==> src/rtl/colour_lookup_arbiter_pkg.sv <==
// Shared types and constants for the colour lookup arbiter.
// Contents: FSM state enum, 3-bit colour codes, and the 24-bit RGB words the
// colour memory holds at each code.
package colour_lookup_arbiter_pkg;

  typedef enum logic [1:0] {
    IDLE  = 2'd0,
    ISSUE = 2'd1,
    WAIT  = 2'd2,
    RESP  = 2'd3
  } state_t;

  localparam logic [2:0] BLACK   = 3'd0;
  localparam logic [2:0] BLUE    = 3'd1;
  localparam logic [2:0] GREEN   = 3'd2;
  localparam logic [2:0] CYAN    = 3'd3;
  localparam logic [2:0] RED     = 3'd4;
  localparam logic [2:0] MAGENTA = 3'd5;
  localparam logic [2:0] YELLOW  = 3'd6;
  localparam logic [2:0] WHITE   = 3'd7;

  localparam logic [23:0] RGB_BLACK   = 24'h000000;
  localparam logic [23:0] RGB_BLUE    = 24'h0000FF;
  localparam logic [23:0] RGB_GREEN   = 24'h00FF00;
  localparam logic [23:0] RGB_CYAN    = 24'h00FFFF;
  localparam logic [23:0] RGB_RED     = 24'hFF0000;
  localparam logic [23:0] RGB_MAGENTA = 24'hFF00FF;
  localparam logic [23:0] RGB_YELLOW  = 24'hFFFF00;
  localparam logic [23:0] RGB_WHITE   = 24'hFFFFFF;

endpackage

==> src/rtl/colour_lookup_arbiter_rr_picker.sv <==
// Combinational round-robin priority selector.
// Ports: i_req (request levels), i_rr_ptr (highest-priority index),
//        o_gnt_vld (some request is set), o_gnt_idx (winning index).
module rr_picker
  import colour_lookup_arbiter_pkg::*;
#(
  parameter int N_REQ = 2
) (
  input  logic [N_REQ-1:0] i_req,
  input  logic [1:0]       i_rr_ptr,
  output logic             o_gnt_vld,
  output logic [1:0]       o_gnt_idx
);

  logic [2:0] w_sum;

  // Walk offsets from farthest to nearest so the candidate closest to
  // i_rr_ptr (upward, wrapping) is the last one written and therefore wins.
  always_comb begin
    o_gnt_vld = 1'b0;
    o_gnt_idx = 2'd0;
    w_sum     = 3'd0;
    for (int k = N_REQ - 1; k >= 0; k--) begin
      w_sum = {1'b0, i_rr_ptr} + 3'(k);
      if (w_sum >= 3'(N_REQ)) begin
        w_sum = w_sum - 3'(N_REQ);
      end
      for (int j = 0; j < N_REQ; j++) begin
        if (w_sum == 3'(j) && i_req[j]) begin
          o_gnt_vld = 1'b1;
          o_gnt_idx = 2'(j);
        end
      end
    end
  end

endmodule

==> src/rtl/colour_lookup_arbiter.sv <==
// Round-robin arbiter sharing one 8-entry colour memory between N_REQ requesters.
// Ports: i_clk/i_rst (async active-high), i_enable, i_req, i_colour in;
//        o_ack pulse, o_rgb, o_rsp_id out; o_mem_* / i_mem_rdata to the memory core.
module colour_lookup_arbiter
  import colour_lookup_arbiter_pkg::*;
#(
  parameter int N_REQ   = 2,
  parameter int MEM_LAT = 1
) (
  input  logic                 i_clk,
  input  logic                 i_rst,
  input  logic                 i_enable,
  input  logic [N_REQ-1:0]     i_req,
  input  logic [3*N_REQ-1:0]   i_colour,
  output logic [N_REQ-1:0]     o_ack,
  output logic [23:0]          o_rgb,
  output logic [1:0]           o_rsp_id,
  output logic                 o_mem_en,
  output logic                 o_mem_we,
  output logic [2:0]           o_mem_addr,
  output logic [23:0]          o_mem_wdata,
  input  logic [23:0]          i_mem_rdata
);

  state_t           r_state, w_state_nxt;
  logic [1:0]       r_gnt, w_gnt_nxt;
  logic [1:0]       r_rr_ptr, w_rr_ptr_nxt;
  logic [1:0]       r_cnt, w_cnt_nxt;
  logic [N_REQ-1:0] r_ack, w_ack_nxt;
  logic [23:0]      r_rgb, w_rgb_nxt;
  logic [1:0]       r_rsp_id, w_rsp_id_nxt;
  logic             r_mem_en, w_mem_en_nxt;
  logic [2:0]       r_mem_addr, w_mem_addr_nxt;

  logic             w_gnt_vld;
  logic [1:0]       w_gnt_idx;
  logic [2:0]       w_colour;

  rr_picker #(.N_REQ(N_REQ)) u_picker (
    .i_req     (i_req),
    .i_rr_ptr  (r_rr_ptr),
    .o_gnt_vld (w_gnt_vld),
    .o_gnt_idx (w_gnt_idx)
  );

  // Colour code of the requester the picker would grant this cycle.
  always_comb begin
    w_colour = 3'd0;
    for (int j = 0; j < N_REQ; j++) begin
      if (w_gnt_idx == 2'(j)) begin
        w_colour = i_colour[3*j +: 3];
      end
    end
  end

  always_comb begin
    w_state_nxt    = r_state;
    w_gnt_nxt      = r_gnt;
    w_rr_ptr_nxt   = r_rr_ptr;
    w_cnt_nxt      = r_cnt;
    w_ack_nxt      = '0;
    w_rgb_nxt      = r_rgb;
    w_rsp_id_nxt   = r_rsp_id;
    w_mem_en_nxt   = 1'b0;
    w_mem_addr_nxt = r_mem_addr;
    case (r_state)
      IDLE: begin
        if (i_enable && w_gnt_vld) begin
          w_gnt_nxt      = w_gnt_idx;
          w_mem_addr_nxt = w_colour;
          w_mem_en_nxt   = 1'b1;
          w_state_nxt    = ISSUE;
        end
      end
      ISSUE: begin
        w_cnt_nxt   = 2'(MEM_LAT - 1);
        w_state_nxt = WAIT;
      end
      WAIT: begin
        if (r_cnt != 2'd0) begin
          w_cnt_nxt = r_cnt - 2'd1;
        end else begin
          w_rgb_nxt    = i_mem_rdata;
          w_rsp_id_nxt = r_gnt;
          for (int j = 0; j < N_REQ; j++) begin
            if (r_gnt == 2'(j)) begin
              w_ack_nxt[j] = 1'b1;
            end
          end
          w_rr_ptr_nxt = (r_gnt == 2'(N_REQ - 1)) ? 2'd0 : r_gnt + 2'd1;
          w_state_nxt  = RESP;
        end
      end
      RESP: begin
        // Ack is only visible here; going back through IDLE for a full
        // cycle lets the requester drop req before it is sampled again.
        w_state_nxt = IDLE;
      end
      default: w_state_nxt = IDLE;
    endcase
  end

  always_ff @(posedge i_clk or posedge i_rst) begin
    if (i_rst) begin
      r_state    <= IDLE;
      r_gnt      <= 2'd0;
      r_rr_ptr   <= 2'd0;
      r_cnt      <= 2'd0;
      r_ack      <= '0;
      r_rgb      <= 24'h000000;
      r_rsp_id   <= 2'd0;
      r_mem_en   <= 1'b0;
      r_mem_addr <= 3'd0;
    end else begin
      r_state    <= w_state_nxt;
      r_gnt      <= w_gnt_nxt;
      r_rr_ptr   <= w_rr_ptr_nxt;
      r_cnt      <= w_cnt_nxt;
      r_ack      <= w_ack_nxt;
      r_rgb      <= w_rgb_nxt;
      r_rsp_id   <= w_rsp_id_nxt;
      r_mem_en   <= w_mem_en_nxt;
      r_mem_addr <= w_mem_addr_nxt;
    end
  end

  assign o_ack       = r_ack;
  assign o_rgb       = r_rgb;
  assign o_rsp_id    = r_rsp_id;
  assign o_mem_en    = r_mem_en;
  assign o_mem_addr  = r_mem_addr;
  // Read-only client of the memory.
  assign o_mem_we    = 1'b0;
  assign o_mem_wdata = 24'h000000;

endmodule

==> config.mk <==
export PLATFORM = sky130hd
export DESIGN_NAME = colour_lookup_arbiter
export DESIGN_NICKNAME = d
export VERILOG_FILES = /design/src/rtl/colour_lookup_arbiter_pkg.sv /design/src/rtl/colour_lookup_arbiter_rr_picker.sv /design/src/rtl/colour_lookup_arbiter.sv
export SDC_FILE = /design/constraint.sdc
export NUM_CORES = 1
export LEC_CHECK = 0
export BUFFER_PORTS_ARGS = -buffer_cell sky130_fd_sc_hd__buf_2
export CAP_MARGIN = 10
export CORE_AREA = 2 2 61 77
export DETAILED_ROUTE_END_ITERATION = 12
export DIE_AREA = 0 0 63 79
export PLACE_DENSITY = 0.78
export SETUP_SLACK_MARGIN = 0.2
export SLEW_MARGIN = 10
export SYNTH_ARGS = -nofsm -noshare
export SYNTH_HDL_FRONTEND = slang
export SYNTH_SLANG_ARGS = --single-unit
export TNS_END_PERCENT = 10
==> constraint.sdc <==
create_clock -name i_clk -period 4.3 [get_ports i_clk]
set_input_delay 0.215 -clock i_clk [delete_from_list [all_inputs] [get_ports i_clk]]
set_output_delay 0.215 -clock i_clk [all_outputs]
set_load 0.01 [all_outputs]
After elaboration in Yosys (flattened, before gate mapping):

Index checks and enable logic that the tools add are counted.

* flip-flop bits (word level): 40
* input bits: 35
* output and inout bits: 57
* logic and storage cells: 66

* add/sub/neg operators: 5
* order comparisons: 2
* equal/unequal tests: 10
* muxes and demuxes: 23
* bitwise operators: 1
* reductions and logical operators: 16

Operators with widths (number)
* 2-to-1 mux 2 bit: 6
* 2-to-1 mux 3 bit: 4
* 2-to-1 mux 1 bit: 11
* case mux 2 bit (4 select lines): 1
* AND reduction 2 bit: 4
* equality test 2 x 1 -> 1 bit (second input constant): 3
* equality test 3 x 1 -> 1 bit (second input constant): 2
* zero test 2 bit: 3
* zero test 3 bit: 2
* != test 2 bit (second input constant): 3
* logical AND 1 bit: 5
* equality test 2 bit (second input constant): 2
* case mux 2 bit (2 select lines): 1
* nonzero test 2 bit: 2
* adder 2 x 1 -> 3 bit (second input constant): 1
* >= comparator 3 x 2 -> 1 bit (second input constant): 1
* subtractor 2 x 2 -> 3 bit (second input constant): 1
* subtractor 3 x 2 -> 3 bit (second input constant): 1
* adder 2 x 1 -> 2 bit (second input constant): 1
* >= comparator 2 bit (second input constant): 1
* subtractor 2 x 1 -> 2 bit (second input constant): 1
* NOT 1 bit: 1

Depth between registers and ports, before layout:

* depth after elaboration: 12
* mapped depth: 7

Modules after synthesis:

A second synthesis with hierarchy kept.

* cells, all modules: 147
* area total of the unflattened synthesis: 1985.7 um2

By module, submodules not included
* colour_lookup_arbiter: instances 1, cells an instance 141, area each 1951.9 um2
* rr_picker: instances 1, cells an instance 6, area each 33.8 um2

Worst setup path after synthesis:

Ideal clock, no wire load.

* path type: reg2reg
* from: register r_state[0]
* to: register r_rgb[10], in the netlist o_rgb[10]
* library setup time: 0.125 ns
* arrival: 1.391 ns
* slack: 2.783 ns
* cell stages (with the launch flop): 7
* clock period less this slack: 1.517 ns
* path through: dfrtp_1 > inv_1 > ha_1 > and2_4 > buf_6 > buf_8 > mux2_4

* word-level cells in the longest chain between the ends: 2

Ends and longest elaborated chain
* start: declaration: RTL line colour_lookup_arbiter.sv:25 `state_t r_state, w_state_nxt;`
* start signal: assignment: RTL line colour_lookup_arbiter.sv:115 `r_state <= w_state_nxt;`
* equality test 2 bit: RTL line colour_lookup_arbiter.sv:66 `case (r_state)`
* AND reduction 2 bit (no line)
* end signal: assignment: RTL line colour_lookup_arbiter.sv:120 `r_rgb <= w_rgb_nxt;`
* end: declaration: RTL line colour_lookup_arbiter.sv:30 `logic [23:0] r_rgb, w_rgb_nxt;`

Every way passes these cells.
A chain may end at the register's enable or synchronous reset.

Worst setup path in the final report:

* from: register r_state[0]
* to: register r_rgb[7], in the netlist o_rgb[7]

The elaborated chain is that of the path after synthesis.

==> results by group <==
Outcome
  – Outcome: complete, no violations

Detailed routing
  – DR WL/cell: 11.3 um
  – Avg Vias per Cell: ~4.4
  – Initial DRC Count: 59
  – Antenna-violating nets left: 0
  – TritonRoute pass-1 iters: 4
  – Vias: 1,164
  – Wirelength, routed: 3020 um
  – # DRC: 0

Power and ir drop
  – Leak: between 0.001 and 0.0015 uW
  – PD cells: slightly above 700 nW/um^2
  – Maximum VDD drop: 187 uV

Timing
  – Worst-case clock skew: 0.0101 ns
  – Final Hold Fails: 0
  – Fin crit share: 0.400
  – RSZ-0062 raised after global routing: no
  – Final setup viols: 0
  – Fin worst setup slack: 2.58 ns
  – Final Slew Violations: 0
  – Final min period: 1.72 ns
  – Max Fclk: 582 MHz
  – Fin Setup TNS: 0 ns

Clock tree
  – Clock root cell: clkbuf_8
  – Num CTS Buffers: 5
  – H-tree levels: 2
  – Clock slew at reported path FFs: 0.07 ns
  – CTS resizes: 0
  – CTS tree: built
  – Number of post-CTS setup repair buffers: 0
  – Max Root-Sink Buffers: 2
  – Hold-fix buffers, CTS: 0
  – CTS sink cnt: 37
  – Worst skew pair latency: around 0.29 ns

GRT
  – Global route overflow: 0
  – First-pass GRT wire length: approximately 5000 um
  – Largest net degree at the start of global routing: 38
  – Initial antenna violation count: 0
  – Vias in the first global route: 1,084
  – Grt met1 use: 0.165
  – Most Used Layer, Global Route: met2
  – Gr usage total: 0.133
  – GR Layer Usage met2: 0.206
  – GR met3 Demand/Resource: 0.0382

Place
  – Gpl congestion: 0.761
  – Placement Setup Slack: 2.57 ns
  – Post-DP HPWL: 2280 um
  – Placed cell count: between 200 and 300
  – Port bufs: 65
  – Area post-placement: 2050 um^2

Layout
  – Antenna cells: 0
  – Layout cells sized above 1: 0.478
  – Layout area overhead: 20.5%
  – Nets: 248
  – Post-layout util: 0.505
  – Fillers: 395
  – Finished Cell Area: around 2200 um^2
  – Cell Count, Final, Fillers Out: roughly 270

Synth
  – Mapped Cells: 140
  – Most frequent cells after synthesis: dfrtp_1 (37), buf_4 (26), mux2_4 (17), nor2_1 (9)
  – Post-synth top area share: 0.515
  – Post-synth top flop: dfrtp_1
  – Sequential cell area fraction in the yosys report: 0.515
  – Yosys warnings: 0
  – Synth Cell Area: around 1800 um^2
  – Top-count cell post-synth: dfrtp_1
  – Synth area leader: dfrtp_1
  – EDFF count, synth: 0
  – Async set or reset register ratio after synthesis: 1.00
  – Netlist cell types: 24
  – Yosys reg bits: 37
  – Post-synthesis area per instance: 12.8 um^2
  – Top cells by area, synth: dfrtp_1 (52%), mux2_4 (14%), buf_4 (11%), mux2_2 (5.0%), ha_1 (3.5%)

Worst setup path
  – Crit Path Class: flop to flop
  – Worst Setup Start Kind: flop
  – CP Data Required Time: 4.47 ns
  – Crit path DAT: 1.89 ns
  – Crit path max fanout: 27
  – Critical Path End Type: flop

Die
  – Die Area: 4980 um^2
  – Row cnt: 27
  – Die Wd: 63 um
  – Die Ht: 79 um
  – I/O pins: between 90 and 100
  – Starting Density: 0.419
  – Core area: 4290 um^2

Worst hold path
  – Hold WC Path Type: input port to async pin

Job
  – MaxCap Viol Count: 0
-- stage by stage --
stage / power (uW) / hold WS, ns
after floorplan: 1130 / 0.354
after global placement: 1260 / 0.337
after detailed placement: 1290 / 0.342
after CTS: 1590 / 0.0293
after global routing: 1680 / 0.0800
final: 1570 / 0.0195
-- worst paths after layout --
check                               startpoint       end  slack (ns)  cells past startpoint
worst min register to register        r_gnt[0]  o_ack[0]        0.42                      1
max in group asynchronous                i_rst  o_mem_en        3.96                      3
worst min-delay path                     i_rst  o_rgb[3]        0.02                      3
worst max-delay path                r_state[0]  o_rgb[7]        2.58                      4
worst max register to register      r_state[0]  o_rgb[7]        2.58                      4
min in group i_clk              i_mem_rdata[4]  o_rgb[4]        0.15                      2
-- where the power goes --
group	leakage, uW	internal (uW)	switching [uW]
Combinational	0.000649	369	311
Sequential	0.000443	513	83.1
Clock	0.0000543	173	125
-- flip-flops by register name, summed over array words and instances (netlist names) --
register	cells
o_mem_addr	3
o_mem_en	1
r_cnt	2
r_gnt	1
r_rr_ptr	1
o_rgb	24
o_ack	2
r_state	2
o_rsp_id	1
-- final cells by class --
| class | count | area, um^2 | share of cell area |
|---|---|---|---|
| clock buffer | 5 | 68.8 | 0.0318 |
| clock inverter | 3 | 46.3 | 0.0214 |
| inverter | 7 | 26.3 | 0.0121 |
| multi-input combinational | 91 | 692 | 0.320 |
| sequential | 37 | 926 | 0.428 |
| tap | 58 | 72.6 | 0.0335 |
| timing repair buffer | 66 | 333 | 0.154 |
-- critical path: stages (launching register included) --
cell and delay, ns:
dfrtp_1 0.41, inv_1 0.11, ha_1 0.24, and2_4 0.46
mux2_2 0.38
-- cell families (layout without fill, tap and decap cells) --
logic type / after synthesis / in the layout / synth area share
compound gates: 16 / 16 / 0.0543
fa+ha+maj: 5 / 5 / 0.0348
mux: 25 / 25 / 0.192
buf+inv: 37 / 81 / 0.152
simple gates: 19 / 19 / 0.0494
other cells: 1 / 26 / 0.00209
flops: 37 / 37 / 0.515
-- cells in the final DEF (no fill, tap or decap) --
cell type,n
a2bb2oi_1,1
buf_4,1
nand3_1,4
clkbuf_8,5
buf_2,65
a21o_1,1
a31oi_1,3
inv_1,7
conb_1,26
clkinv_4,1
o21ai_1,1
clkinvlp_4,1
dfrtp_1,37
nor2_1,9
o21ai_0,8
ha_1,5
nand2b_1,2
mux2_2,8
nor2b_1,1
mux2_4,17
a21boi_1,1
and2_4,1
o211a_1,1
bufinv_16,1
nand2_1,2
-- metal layers --
layer,wire (um),vias to the layer above
li1,-,549
met1,1310,547
met2,1400,64
met3,263,4
met4,45,0
met5,0,-
(Power assumes the default switching activity.)
